### src/rtl/pipe_hazard_ctrl.sv
// Pipeline sequencing controller: stage enables/flushes, branch redirect, data-memory handshake, load-use bubbles.
// Optional performance counters (stall_cnt, flush_cnt) are built when PIPE_PERF_CNT_EN is defined.
module pipe_hazard_ctrl #(
  parameter int ADDR_W = 64,
  parameter int REG_W  = 5
) (
  input  logic              clk,
  input  logic              rst_n,
  input  logic [REG_W-1:0]  ID_rs1Reg,
  input  logic [REG_W-1:0]  ID_rs2Reg,
  input  logic              ID_use_rs1,
  input  logic              ID_use_rs2,
  input  logic              EX_MemRead,
  input  logic [REG_W-1:0]  EX_rdReg,
  input  logic              MEM_Branch,
  input  logic              MEM_Jump,
  input  logic              MEM_zero,
  input  logic              MEM_s_less,
  input  logic              MEM_u_less,
  input  logic [2:0]        MEM_funct3,
  input  logic [ADDR_W-1:0] MEM_PCSum,
  input  logic              MEM_MemRead,
  input  logic              MEM_MemWrite,
  input  logic              dmem_ready,
  output logic              dmem_req,
  output logic              pc_write,
  output logic              if_id_write,
  output logic              id_ex_write,
  output logic              ex_mem_write,
  output logic              if_id_flush,
  output logic              id_ex_flush,
  output logic              ex_mem_flush,
  output logic              mem_wb_flush,
  output logic              pc_src,
  output logic [ADDR_W-1:0] pc_target
`ifdef PIPE_PERF_CNT_EN
  ,
  output logic [31:0]       stall_cnt,
  output logic [31:0]       flush_cnt
`endif
);

  typedef enum logic {RUN, MEM_WAIT} state_t;

  state_t state, state_next;

  logic cond;
  logic taken;
  logic mem_acc;
  logic load_use;
  logic frozen;

  always_comb begin
    cond = 1'b0;
    case (MEM_funct3)
      3'b000:  cond = MEM_zero;
      3'b001:  cond = !MEM_zero;
      3'b100:  cond = MEM_s_less;
      3'b101:  cond = !MEM_s_less;
      3'b110:  cond = MEM_u_less;
      3'b111:  cond = !MEM_u_less;
      default: cond = 1'b0;
    endcase
  end

  assign taken    = MEM_Jump | (MEM_Branch & cond);
  assign mem_acc  = MEM_MemRead | MEM_MemWrite;
  assign load_use = EX_MemRead && (EX_rdReg != '0) &&
                    ((ID_use_rs1 && (ID_rs1Reg == EX_rdReg)) ||
                     (ID_use_rs2 && (ID_rs2Reg == EX_rdReg)));

  // Once waiting, only dmem_ready releases the freeze; in RUN a fresh access must be pending too.
  assign frozen = (state == MEM_WAIT) ? !dmem_ready : (mem_acc & !dmem_ready);

  assign pc_target = MEM_PCSum;

  always_ff @(posedge clk or negedge rst_n) begin
    if (!rst_n) state <= RUN;
    else        state <= state_next;
  end

  always_comb begin
    state_next = state;
    case (state)
      RUN:      if (mem_acc && !dmem_ready) state_next = MEM_WAIT;
      MEM_WAIT: if (dmem_ready)             state_next = RUN;
      default:  state_next = RUN;
    endcase
  end

  // Priority: reset, then memory freeze, then redirect, then load-use bubble.
  always_comb begin
    dmem_req     = 1'b0;
    pc_write     = 1'b0;
    if_id_write  = 1'b0;
    id_ex_write  = 1'b0;
    ex_mem_write = 1'b0;
    if_id_flush  = 1'b1;
    id_ex_flush  = 1'b1;
    ex_mem_flush = 1'b1;
    mem_wb_flush = 1'b1;
    pc_src       = 1'b0;
    if (rst_n) begin
      dmem_req     = mem_acc;
      if_id_flush  = 1'b0;
      id_ex_flush  = 1'b0;
      ex_mem_flush = 1'b0;
      mem_wb_flush = 1'b0;
      if (frozen) begin
        mem_wb_flush = 1'b1;
      end else if (taken) begin
        pc_src       = 1'b1;
        pc_write     = 1'b1;
        if_id_write  = 1'b1;
        id_ex_write  = 1'b1;
        ex_mem_write = 1'b1;
        if_id_flush  = 1'b1;
        id_ex_flush  = 1'b1;
        ex_mem_flush = 1'b1;
      end else if (load_use) begin
        id_ex_write  = 1'b1;
        ex_mem_write = 1'b1;
        id_ex_flush  = 1'b1;
      end else begin
        pc_write     = 1'b1;
        if_id_write  = 1'b1;
        id_ex_write  = 1'b1;
        ex_mem_write = 1'b1;
      end
    end
  end

`ifdef PIPE_PERF_CNT_EN
  // Free-running wrap-around counters of PC stall cycles and redirects.
  always_ff @(posedge clk or negedge rst_n) begin
    if (!rst_n) begin
      stall_cnt <= '0;
      flush_cnt <= '0;
    end else begin
      if (!pc_write) stall_cnt <= stall_cnt + 32'd1;
      if (pc_src)    flush_cnt <= flush_cnt + 32'd1;
    end
  end
`endif

endmodule

### config.mk
export PLATFORM = sky130hd
export DESIGN_NAME = pipe_hazard_ctrl
export DESIGN_NICKNAME = d
export VERILOG_FILES = /design/src/rtl/pipe_hazard_ctrl.sv
export SDC_FILE = /design/constraint.sdc
export NUM_CORES = 1
export LEC_CHECK = 0
export ABC_AREA = 1
export CAP_MARGIN = 20
export CORE_AREA = 2 2 65 67
export CTS_CLUSTER_DIAMETER = 40
export DETAILED_ROUTE_END_ITERATION = 7
export DIE_AREA = 0 0 67 69
export DONT_BUFFER_PORTS = 1
export SLEW_MARGIN = 20
export SYNTH_ARGS = -nofsm -noshare
export SYNTH_HDL_FRONTEND = slang
export SYNTH_SLANG_ARGS = --single-unit
### constraint.sdc
create_clock -name clk -period 1.15 [get_ports clk]
set_input_delay 0.115 -clock clk [delete_from_list [all_inputs] [get_ports clk]]
set_output_delay 0.115 -clock clk [all_outputs]
set_load 0.01 [all_outputs]
# Yosys cells after proc, flatten, opt, wreduce, memory -nomap -nowiden
# Cells that the tools add are included.
# word_totals
regBits	1
input_bits	95
out_inout_bits	74
word_cells	47
# classes
n_eq_ne	7
mux	22
n_bitwise	5
n_reduce_logical	12
# ops
operator	n
2-to-1 mux 1 bit	20
== test 3 bit, second input constant	4
== test 5 bit	2
one-hot mux 1 bit (6 select lines)	1
logical AND 1 bit	5
nonzero test 5 bit	1
zero test 1 bit	4
== test 3 x 1 -> 1 bit, second input constant	1
zero test 3 bit	1
bitwise AND 1 bit	2
OR 1 bit	2
one-hot mux 1 bit (2 select lines)	1
logical OR 1 bit	1
inverter 1 bit	1

# Logic depth before layout (Yosys ltp)
# logic_depth
ltp_word	8
mapped_depth	10
ltp_nobuf	9

# Worst setup path before layout
# OpenSTA, ideal clock, no wires.
# synth_path
path_kind	register to output
from	register state
to	output port pc_write
arrival_time_ns	1.017
required_ns	1.035
setup_slack_ns	0.018
path_stages_with_launch	7
n_path_buf	1
cell_sequence	dfrtp_1 inv_1 a21oi_2 nor2_2 nand2_1 nand2_1 buf_4
# synth_via
elab_chain_len	3
# synth_lines
item	line	rtl
start: declaration	45	state_t state, state_next;
start signal: assignment	79	else state <= state_next;
2-to-1 mux 1 bit	73	assign frozen = (state == MEM_WAIT) ? !dmem_ready : (mem_acc & !dmem_ready);
via frozen	51	logic frozen;
2-to-1 mux 1 bit (2 in a row)	n/a	
end: declaration	26	output logic pc_write,
# The timed path passes the listed nets, and every way through them passes these cells.

# Worst setup path in the final report
# layout_path
from	register state
to	output port if_id_write
# layout_via
elab_chain_len	3
# layout_lines
item	line	rtl
2-to-1 mux 1 bit	73	
via frozen	51	
2-to-1 mux 1 bit	109	if (frozen) begin
2-to-1 mux 1 bit	103	if (rst_n) begin
end: declaration	27	output logic if_id_write,
# The timed path passes the listed nets, and every way through them passes these cells.

==> flow_summary.toml <==
[detailed_routing]
drc_errors = 0
wl_per_cell_um = 12.6
ant_nets = 0
drt_iter0_markers = 11
drtPass1Iterations = 4
routed_wl_um = 1790
vias = 553
viasPerCell = 3.89

[sta]
maxSlewViolCount = 0
fin_skew_ns = 0
layout_min_cycle_time_ns = 0.982
max_slew_margin = 0.854
fin_crit_sh = 0.854
final_hold_viol_count = 0
tns_ns = 0
clock.fmax_mhz = 1020
rsz0062_at_grt = "no"
finalSetupViolCount = 0
worst_slew_pin_slew_ns = 0.219
setup_ws_ns = 0.168

[place]
place_ws_ns = 0.156
numPortBuffers = 0
dp_hpwl_um = 1630
dpl_cell_area_um2 = 455
routabilityCongestion = 0.676

[min_path]
whs_path_depth = 1
whs_endpoint = "state"
hp-class = "primary input to flop"
worstHoldStart = "dmem_ready"

[yosys]
postSynthCellCount = 157
yosysTopAreaCell = "buf_4"
avgSynthCellArea_um2 = 5.66
yosysTopAreaCellShare = 0.566
synth.most_common_cell = "buf_4"
synth_top_cells_by_area = "buf_4 57%, nand2_1 17%, inv_1 8.5%, nor2_1 4.2%, nand3_1 3.9%"
ys_types = 12
ys_ff_latch = 1
synth_edf_count = 0
ys_top_cells_by_count = "67 x buf_4, 41 x nand2_1, 20 x inv_1"
yosysSeqAreaShare = 0.0282
synthFlopType = "dfrtp_1"
synth_nets = 252
synth_area_um2 = 888
async_flop_share = 1.00
yosysWarnings = 0

[worst_setup_path]
crit_arrival_ns = 0.87
cpMostUsedCell = "nand2_1"
cp-end-kind = "output pin"
reg2reg_slack_ns = 0.53
cp_max_fo = 3
rr_worst_depth = 2
r2r-start = "state"
cpMaxStageDelayCell = "dfrtp_1"
cpPeakStageDelay_ns = 0.33
critPathRequiredTime_ns = 1.03
rr_endpoint = "state"
crit_type = "flop to output pin"
worstPathCellList = "inv_1 -> a21oi_2 -> nor2_2 -> nand2_1 -> nand2_1"
cp-start-kind = "flop"

[cts]
clkTransAtPathRegs_ns = 0
clk_latency_ns = 0
ctsResizeCount = 0

[final_layout]
regArea_um2 = 25.0
area_delta_synth_final_pct = -47.6
diodes = 0
nNetsFinal = 189
fill_cells = 488
postLayoutCellArea_um2 = 465
largest_reg_flops = 1
fin_util = 0.119
multi_input_area_um2 = 270
drive_above_1_share = 0.0761
largest_register = "state"
largestRegisters = "state (1)"

[grt]
grt_antenna_before_repair = 0
grt_use_total = 0.0710
grt_overflow_total = 0
grt_pass1_vias = 554
grt_start_max_net_pins = 6
grt_first_pass_wirelength_um = 2610

[floorplan]
core_area_um2 = 3910
fp.dieW_um = 67
ioPinCount = 169
die-area_um2 = 4620
start_util = 0.227
rows = 23
die_h_um = 69

[power]
pwr_density_cell_nw_per_um2 = 353
vdd_drop_max_mv = 0.0578
power.leakage_uw = 0.000300

[job]
cap_violations = 0

[run_status]
status = "complete, no violations"
[repair_timing]
action                                 CTS  global route
setup buffers                            0             0
hold buffers                             1             0
endpoints found under the hold margin    1             0
[layer usage]
metal	part of all wire	vias to the layer above	GRT usage	wire length (um)
met3	0.14	28	0.0277	250
met1	0.29	215	0.0573	516
met5	0	-	0	0
li1	-	266	-	-
met2	0.50	44	0.131	894
met4	0.071	0	0.0522	127
[cell families (layout without fill, tap and decap cells)]
kind of cell    count (synthesis)  in the layout  share of synthesized area
buf+inv                        91             26                      0.668
simple gates                   62             62                      0.283
compound gates                  3              3                     0.0211
flops                           1              1                     0.0282
[critical path, delay by kind of cell (launching register included)]
family / cells / cell delay [ns]
AOI/OAI and AO/OA: 1 / 0.07
buffers and inverters: 1 / 0.07
DFF: 1 / 0.33
and+or+nand+nor: 3 / 0.39
[through the flow]
step | hold slack (ns) | instances | power (uW)
floorplan | -0.181 | 157 | 382
global placement | -0.181 | 141 | 161
detailed placement | -0.181 | 141 | 164
CTS | 0.194 | 142 | 167
global route | 0.200 | 142 | 190
finish | 0.193 | 142 | 164
[cells in the final DEF, fill, tap and decap left out, types with 2 or more instances in the layout]
cell / netlist / final
nand2_1: 41 / 41
inv_1: 20 / 20
nor2_1: 10 / 10
nand3_1: 7 / 7
inv_2: 4 / 4
nand4_1: 2 / 2
o21ai_0: 2 / 2
[report_power, final]
group	internal (uW)	total [uW]	switching (uW)
registers	38.1	38.6	0.470
logic	44.9	126	80.7
clock network	0	0	0
[worst max-delay path by stage]
stage / start / endpoint / slack (ns) / depth (start not counted)
2_1_floorplan: state / pc_write / 0.02 / 6
3_3_place_gp: state / pc_write / 0.18 / 5
3_5_place_dp: state / if_id_write / 0.16 / 5
4_1_cts: state / if_id_write / 0.16 / 5
5_1_grt: EX_rdReg[3] / if_id_write / 0.05 / 7
6_report: state / if_id_write / 0.17 / 5
[area by class of cell]
type | instances | share of cell area
inverters | 24 | 0.194
multi-input cells | 65 | 0.581
flip-flops and latches | 1 | 0.0538
well taps | 50 | 0.134
repair buffers | 2 | 0.0376
(Power assumes the default switching activity.)
